<file path="config.mk">
export PLATFORM = sky130hd
export DESIGN_NAME = writeback_commit_arbiter
export DESIGN_NICKNAME = d
export VERILOG_FILES = /design/src/rtl/taiga_config.sv /design/src/rtl/taiga_types.sv /design/src/rtl/wb_port_picker.sv /design/src/rtl/writeback_commit_arbiter.sv
export SDC_FILE = /design/constraint.sdc
export NUM_CORES = 1
export LEC_CHECK = 0
export CAP_MARGIN = 5
export CORE_ASPECT_RATIO = 1.4
export CORE_MARGIN = 2
export CORE_UTILIZATION = 44
export DETAILED_ROUTE_END_ITERATION = 7
export PLACE_DENSITY = 0.81
export SYNTH_ARGS = -nofsm -noshare
export SYNTH_HDL_FRONTEND = slang
export SYNTH_SLANG_ARGS = --single-unit
</file>
<file path="constraint.sdc">
create_clock -name clk -period 9.9 [get_ports clk]
set_clock_uncertainty 0.1 [all_clocks]
set_input_delay 2.97 -clock clk [delete_from_list [all_inputs] [get_ports clk]]
set_output_delay 2.97 -clock clk [all_outputs]
set_load 0.02 [all_outputs]
</file>
<file path="src/rtl/taiga_config.sv">
// taiga_config: core-wide configuration constants
package taiga_config;
  localparam int COMMIT_PORTS = 2;
  localparam int LOG2_COMMIT_PORTS = 1;
endpackage

</file>
<file path="src/rtl/taiga_types.sv">
// taiga_types: shared instruction-id and writeback request types
package taiga_types;
  typedef logic [3:0] id_t;
  typedef struct packed {
    logic valid;
    logic [4:0] rd_addr;
    logic [31:0] rd_data;
    id_t id;
  } wb_request_t;
endpackage

</file>
<file path="src/rtl/wb_port_picker.sv">
// wb_port_picker: rotating find-first-N writeback selection with duplicate-address mask
//   req       per-unit writeback requests
//   rr_ptr    unit with highest priority this cycle
//   grant     units granted this cycle
//   conflict  units skipped because an earlier grant already writes the same nonzero rd
//   port_used / port_idx  per write port: occupied, and which unit feeds it
//   next_ptr  unit after the last grant, or rr_ptr when nothing is granted
module wb_port_picker
  import taiga_types::*;
#(
  parameter int NUM_UNITS = 4,
  parameter int WRITE_PORTS = 2,
  parameter int LOG2_WRITE_PORTS = 1,
  parameter int PW = 2
) (
  input wb_request_t [NUM_UNITS-1:0] req,
  input logic [PW-1:0] rr_ptr,
  output logic [NUM_UNITS-1:0] grant,
  output logic [NUM_UNITS-1:0] conflict,
  output logic [WRITE_PORTS-1:0] port_used,
  output logic [WRITE_PORTS-1:0][PW-1:0] port_idx,
  output logic [PW-1:0] next_ptr
);
  int cnt;
  logic [PW-1:0] u;
  logic [LOG2_WRITE_PORTS-1:0] pi;
  logic dup;
  always_comb begin
    grant = '0;
    conflict = '0;
    port_used = '0;
    port_idx = '0;
    next_ptr = rr_ptr;
    cnt = 0;
    u = '0;
    pi = '0;
    dup = 1'b0;
    for (int i = 0; i < NUM_UNITS; i++) begin
      u = PW'((int'(rr_ptr) + i) % NUM_UNITS);
      dup = 1'b0;
      for (int j = 0; j < NUM_UNITS; j++)
        dup = dup | (grant[j] && req[j].rd_addr != 5'd0 && req[j].rd_addr == req[u].rd_addr);
      if (req[u].valid && cnt < WRITE_PORTS) begin
        if (dup) conflict[u] = 1'b1;
        else begin
          pi = LOG2_WRITE_PORTS'(cnt);
          grant[u] = 1'b1;
          port_used[pi] = 1'b1;
          port_idx[pi] = u;
          next_ptr = PW'((int'(u) + 1) % NUM_UNITS);
          cnt = cnt + 1;
        end
      end
    end
  end
endmodule

</file>
<file path="src/rtl/writeback_commit_arbiter.sv">
// writeback_commit_arbiter: grants unit writebacks onto register-file commit ports, one-cycle latency
//   unit_valid/unit_rd_addr/unit_rd_data/unit_id  per-unit completed results
//   unit_ack    combinational grant, forced low during rst
//   rd_addr/rd_data/rd_id  registered commit payload, held on unused ports
//   rd_retired  registered write strobe, low for unused ports and x0 writes
//   WB_ARB_STATS_EN adds saturating stat_grants and stat_conflicts counters
module writeback_commit_arbiter
  import taiga_config::*, taiga_types::*;
#(
  parameter int NUM_UNITS = 4,
  parameter int WRITE_PORTS = COMMIT_PORTS,
  parameter int LOG2_WRITE_PORTS = LOG2_COMMIT_PORTS
) (
  input logic clk,
  input logic rst,
  input logic [NUM_UNITS-1:0] unit_valid,
  input logic [NUM_UNITS-1:0][4:0] unit_rd_addr,
  input logic [NUM_UNITS-1:0][31:0] unit_rd_data,
  input id_t [NUM_UNITS-1:0] unit_id,
  output logic [NUM_UNITS-1:0] unit_ack,
  output logic [WRITE_PORTS-1:0][4:0] rd_addr,
  output logic [WRITE_PORTS-1:0][31:0] rd_data,
  output id_t [WRITE_PORTS-1:0] rd_id,
  output logic [WRITE_PORTS-1:0] rd_retired
`ifdef WB_ARB_STATS_EN
  ,
  output logic [31:0] stat_grants,
  output logic [31:0] stat_conflicts
`endif
);
  localparam int PW = NUM_UNITS > 1 ? $clog2(NUM_UNITS) : 1;
  wb_request_t [NUM_UNITS-1:0] req;
  logic [NUM_UNITS-1:0] grant, conflict;
  logic [WRITE_PORTS-1:0] port_used;
  logic [WRITE_PORTS-1:0][PW-1:0] port_idx;
  logic [PW-1:0] rr_ptr, next_ptr;
  always_comb
    for (int u = 0; u < NUM_UNITS; u++)
      req[u] = {unit_valid[u], unit_rd_addr[u], unit_rd_data[u], unit_id[u]};
  wb_port_picker #(
    .NUM_UNITS(NUM_UNITS),
    .WRITE_PORTS(WRITE_PORTS),
    .LOG2_WRITE_PORTS(LOG2_WRITE_PORTS),
    .PW(PW)
  ) picker (
    .req(req),
    .rr_ptr(rr_ptr),
    .grant(grant),
    .conflict(conflict),
    .port_used(port_used),
    .port_idx(port_idx),
    .next_ptr(next_ptr)
  );
  assign unit_ack = rst ? '0 : grant;
  always_ff @(posedge clk or posedge rst)
    if (rst) begin
      rr_ptr <= '0;
      rd_retired <= '0;
      rd_addr <= '0;
      rd_data <= '0;
      rd_id <= '0;
    end else begin
      rr_ptr <= next_ptr;
      for (int k = 0; k < WRITE_PORTS; k++) begin
        rd_retired[k] <= port_used[k] && req[port_idx[k]].rd_addr != 5'd0;
        if (port_used[k]) begin
          rd_addr[k] <= req[port_idx[k]].rd_addr;
          rd_data[k] <= req[port_idx[k]].rd_data;
          rd_id[k] <= req[port_idx[k]].id;
        end
      end
    end
`ifdef WB_ARB_STATS_EN
  logic [32:0] g_sum, c_sum;
  assign g_sum = {1'b0, stat_grants} + 33'($countones(grant));
  assign c_sum = {1'b0, stat_conflicts} + 33'($countones(conflict));
  always_ff @(posedge clk or posedge rst)
    if (rst) begin
      stat_grants <= '0;
      stat_conflicts <= '0;
    end else begin
      stat_grants <= g_sum[32] ? '1 : g_sum[31:0];
      stat_conflicts <= c_sum[32] ? '1 : c_sum[31:0];
    end
`endif
endmodule

</file>
==> results_dict.tcl, run 1 <==
set metrics [dict create \
    place.gp.congestion 0.9380 \
    critPathKind "in -> out" \
    setup_viol 0 \
    final_layout_size_suffix_gt1_frac 0.2717 \
    syn_nets 1111 \
    clk_path_buf_depth 2 \
    worstReg2RegStart "rr_ptr[1]" \
    arrival_ns 6.72 \
    worstSetupStartpointType "input pin" \
    pin_count 258 \
    hp-start "rd_id[6]" \
    relSlewSlack 0.3805 \
    synth-edff-count 0 \
    fin_crit_ns 9.791 \
    cts_tree "done" \
    crit_fanout 4 \
    dp_hpwl_um 23320 \
    die_w_um 121.2 \
    cp.required_ns 6.83 \
    grt_pass1_vias 8905 \
    status "finished clean" \
    crit_family "compound AO/OA/AOI/OAI gates" \
    drv_cap 0 \
    ys_types 78 \
    reg2reg_depth 32 \
    r2r_end "rd_data[31]" \
    r2r_slack_ns 3.38 \
    layout_common_cells "229 x clkdlybuf4s50_1, 185 x mux2i_1, 137 x buf_4" \
    die-area_um2 20360 \
    core_um2 19070 \
    dieHeight_um 168.1 \
    firstDrtPassIters 7 \
    ctsRootBufferMaster "clkbuf_16" \
    num_rows 60 \
    final_nets 1455 \
    syn_area_um2 8458 \
    min_to "rd_id[6]" \
    track_usage 0.2983 \
    overflow 0 \
    ys.flop_type "dfrtp_1" \
    yosys_warnings 0 \
    rsz0062_at_grt "yes" \
    path_buf_inv 4 \
    end_kind "primary output" \
    insertion_delay_ns 0.33 \
    vias 8728 \
    htree_num_levels 3 \
    cts_made_buffers 9 \
    io_buffers 257 \
    clkSinkCount 86 \
    fin_setup_tns_ns 0 \
    final_common_cell "clkdlybuf4s50_1" \
    synth_area_leader_cell "dfrtp_1" \
    synthTopCellsByArea "dfrtp_1 25%, mux2i_1 22%, mux2_2 11%" \
    ys_seq_area_frac 0.2544 \
    grt_max_degree 84 \
    synthArstFlopShare 1.000 \
    max_freq_mhz 102.1 \
    drt_iter0_markers 459 \
    via_per_inst 5.723 \
    drc 0 \
    hold_viol_final 0 \
    wl_um 31320 \
    fin_crit_sh 0.9890 \
    clkTransAtPathRegs_ns 0.07 \
    slew_violations 0 \
    whs_path_depth 2 \
    hold_path_class "reg -> reg" \
    tightest_slew_ns 0.9293 \
    nFillCells 1564 \
    avgSynthCellArea_um2 9.114 \
    cpPeakStageDelay_ns 0.52 \
    ys_ff_latch 86 \
    antenna_found_initial 0 \
    wl_per_cell_um 20.53 \
    synth_top_area_share 0.2544 \
    hold_buffers 0 \
    syn_to_final_growth_pct 51.63 \
    ant_nets 0 \
    start_util 0.4436 \
    insertedDiodeCount 0 \
    synth_cells 928 \
    grt_pass1_wl_um 47680 \
    path_cells "buf_8 > buf_6 > or4_4 > o21ai_2 > nor2_1 > o221a_4 > a211oi_4 > and2_4 > inv_4 > ha_4 > nand2_2 > o21ai_2 > ha_1 > a311o_1 > a221o_1 > a221oi_4 > nand2_2 > o211a_1 > nor2_4 > buf_6" \
    crit_slowest_cell "or4_4" \
]
[registers in the layout, indices dropped and copies added (netlist names)]
signal / cells
rd_addr: 10
rd_data: 64
rd_retired: 2
rd_id: 8
rr_ptr: 2
[worst max-delay path by stage]
stage / startpoint / endpoint / slack (ns) / cells after the start
4_1_cts: unit_rd_addr[13] / unit_ack[3] / 0.003 / 22
3_5_place_dp: unit_rd_addr[15] / unit_ack[3] / -0.84 / 21
6_report: unit_rd_addr[14] / unit_ack[3] / 0.11 / 20
3_3_place_gp: unit_rd_addr[15] / unit_ack[3] / -0.81 / 21
2_1_floorplan: unit_rd_addr[11] / unit_ack[3] / 0.04 / 20
5_1_grt: unit_rd_addr[4] / unit_ack[3] / -0.05 / 20
[final cells by class]
class / count / area (um2) / area share
flip-flops and latches: 86 / 2153 / 0.1679
clock buffers: 9 / 225.2 / 0.01756
well taps: 248 / 310.3 / 0.02420
multi-input cells: 749 / 6181 / 0.4820
clock inverters: 7 / 80.08 / 0.006244
repair buffers: 415 / 3826 / 0.2983
inverters: 11 / 48.80 / 0.003805
[through the flow]
step                      utilization  hold slack [ns]  area, um2  setup slack, ns  cells
after detailed placement       0.6227           0.3745      11870          -0.8406   1471
after floorplan                     -           0.4900       8496          0.03861    928
after CTS                      0.6610           0.3897      12600         0.003379   1508
after global routing           0.6726           0.4007      12820         -0.05245   1525
final                          0.6726           0.3830      12820           0.1089   1525
after global placement         0.6227           0.3661      11870          -0.8082   1471
[synthesized netlist by cell type (7+ instances only)]
library cell and n:
mux2i_1 190, mux2_2 81, dfrtp_1 86, nor3_1 7
buf_4 7, nor2_1 29, xnor2_1 47, nand2_1 116
buf_2 36, a31oi_1 8, inv_1 8, a211oi_1 7
nand3_1 22, ha_1 13, xor2_1 15, o21ai_0 19
a21oi_1 28, clkbuf_1 29, o21ai_1 83
[routing by layer]
layer	wire (um)	track usage	share of wire
met5	0	0	0
met4	1604	0.1469	0.051
met3	1693	0.04133	0.054
met2	16600	0.5491	0.53
met1	11410	0.3312	0.36
[kinds of logic (layout without fill, tap and decap cells)]
group,Yosys count,count (layout),share of synthesized area
and+or+nand+nor,202,202,0.1061
AOI/OAI and AO/OA,193,193,0.1431
muxes,277,277,0.3466
buffers and inverters,93,442,0.06390
xor gates and xnor gates,62,62,0.06420
DFF,86,86,0.2544
adders and majority gates,15,15,0.02175
[tightest hold or removal path, cell delays in order (launching register included)]
cell and delay (ns):
dfrtp_1 0.34, nand2_1 0.05, o21ai_1 0.06
[repair_timing]
action,in CTS,in global routing
resized for setup,97,70
pin swaps,24,23
buffers inserted,21,20
gates cloned,0,0
endpoints found under the setup margin,4,4
Power of run 1 is left out: the tool's default activity adds up to more than one toggle a clock period on the data nets, which glitch-free logic cannot reach.
==> inputs of run 2 (changes only) <==
- CORE_UTILIZATION: 44 -> 49
- PLACE_DENSITY: 0.81 -> 0.83
- clock period: 9.9 -> 10.4 ns (I/O delays scaled with it)
==> run 2 against run 1 <==
Effect of this change:
- design area decreased by 1.8%
- core utilization increased by 7.6 points
- flip-flop and latch count unchanged
- via count increased by 0.54%
- wire length increased by 0.71%
- hold slack improved by 0.0022 ns
- worst setup slack improved by 0.082 ns
- largest cell class unchanged
==> results_dict.tcl, run 2 (synthesis gave the netlist of run 1 again) <==
set metrics [dict create \
    insertion_delay_ns 0.34 \
    cp_common_cell "buf_4" \
    path_buf_inv 5 \
    overflow 0 \
    core_um2 16820 \
    drv_cap 0 \
    crit_cells 20 \
    die-area_um2 18340 \
    clkTransAtPathRegs_ns 0.05 \
    firstDrtPassIters 5 \
    stdcell_area_um2 12590 \
    critPathKind "in -> out" \
    relSlewSlack 0.4378 \
    whs_path_depth 2 \
    die_w_um 115.0 \
    slew_violations 0 \
    max_freq_mhz 97.95 \
    grt_pass1_wl_um 49020 \
    final_layout_size_suffix_gt1_frac 0.2425 \
    clkSinkCount 86 \
    clk_path_buf_depth 2 \
    io_buffers 257 \
    grt_pass1_vias 9179 \
    largest_reg_flops 64 \
    ant_nets 0 \
    arrival_ns 6.99 \
    place_area_um2 12000 \
    crit_family "compound AO/OA/AOI/OAI gates" \
    vias 8775 \
    syn_to_final_growth_pct 48.85 \
    largest_registers "rd_data (64), rd_addr (10), rd_id (8)" \
    fin_setup_tns_ns 0 \
    layout_common_cells "229 x clkdlybuf4s50_1, 185 x mux2i_1, 133 x buf_4" \
    end_kind "primary output" \
    tightest_slew_ns 0.8433 \
    r2r_slack_ns 3.82 \
    max_flop_register "rd_data" \
    fin_crit_ns 10.21 \
    wl_per_cell_um 21.51 \
    drt_iter0_markers 448 \
    reg2reg_depth 25 \
    crit_fanout 8 \
    setup_viol 0 \
    place.gp.congestion 0.9900 \
    antenna_found_initial 1 \
    num_rows 56 \
    fin_crit_sh 0.9816 \
    cp.required_ns 7.18 \
    status "finished clean" \
    cts_tree "done" \
    drc 0 \
    cpPeakStageDelay_ns 0.41 \
    hold_path_class "reg -> reg" \
    worstSetupStartpointType "input pin" \
    fin_ws_ns 0.1911 \
    wl_um 31540 \
    start_util 0.5030 \
    hp-start "rd_id[1]" \
    crit_slowest_cell "dlygate4sd2_1" \
    dp_hpwl_um 24150 \
    cts_made_buffers 9 \
    hold_slack_ns 0.3852 \
    hold_buffers 0 \
    final_common_cell "clkdlybuf4s50_1" \
    grt_max_degree 84 \
    dieHeight_um 159.5 \
    htree_num_levels 3 \
    hold_viol_final 0 \
    dp_slack_ns -0.5709 \
    rsz0062_at_grt "no" \
    via_per_inst 5.986 \
    track_usage 0.3411 \
    min_to "rd_id[1]" \
    final_nets 1442 \
    path_cells "dlygate4sd2_1 > buf_4 > xnor2_1 > nand4_1 > a2bb2oi_1 > nor4b_4 > a211oi_2 > and2_4 > buf_4 > ha_1 > nand2_1 > inv_1 > ha_1 > a311o_1 > a221o_1 > a221oi_4 > nand2_2 > o211a_1 > nor2_2 > buf_4" \
    pin_count 258 \
    ctsRootBufferMaster "clkbuf_16" \
    r2r_end "rd_data[48]" \
    worstReg2RegStart "rr_ptr[0]" \
]
==> run 2: layout make-up <==
class | instances | area [um2]
clock buffer | 10 | 229.0
inverter | 11 | 42.54
fill | 1229 | 4227
timing repair buffer | 402 | 3805
sequential | 86 | 2153
tap | 203 | 254.0
antenna | 1 | 2.502
multi-input combinational | 749 | 6053
clock inverter | 4 | 50.05
==> run 2: what timing repair did <==
item                       4_1_cts  5_1_grt
setup endpoints to repair        4        4
setup buffers                    0        5
pin swaps                        2       11
resized for setup               39       55
==> run 2: worst max-delay path by stage <==
stage,from,end
final,unit_rd_addr[5],unit_ack[3]
after global routing,unit_rd_addr[15],unit_ack[1]
after CTS,unit_rd_addr[0],unit_ack[2]
after detailed placement,unit_rd_addr[11],unit_ack[3]
after global placement,unit_rd_addr[11],unit_ack[2]
after floorplan,unit_rd_addr[11],unit_ack[3]
==> run 2: through the flow <==
stage	cells	utilization
finish	1466	0.7487
global route	1466	0.7487
CTS	1460	0.7341
detailed placement	1446	0.7136
global placement	1446	0.7136
floorplan	928	-
==> run 2: layer usage <==
layer	wire length (um)	track usage	vias to the layer above
li1	-	-	4025
met1	11060	0.3656	4217
met2	16580	0.6128	422
met3	1852	0.06547	111
met4	2044	0.1928	0
met5	0	0	-
==> run 2: worst min-delay path, delay by kind of cell (launching register included) <==
kind             cells  cell delay (ns)
AO/OA/AOI/OAI        1             0.06
flip-flops           1             0.34
AND/OR/NAND/NOR      1             0.05
Power of run 2 is left out for the same reason.
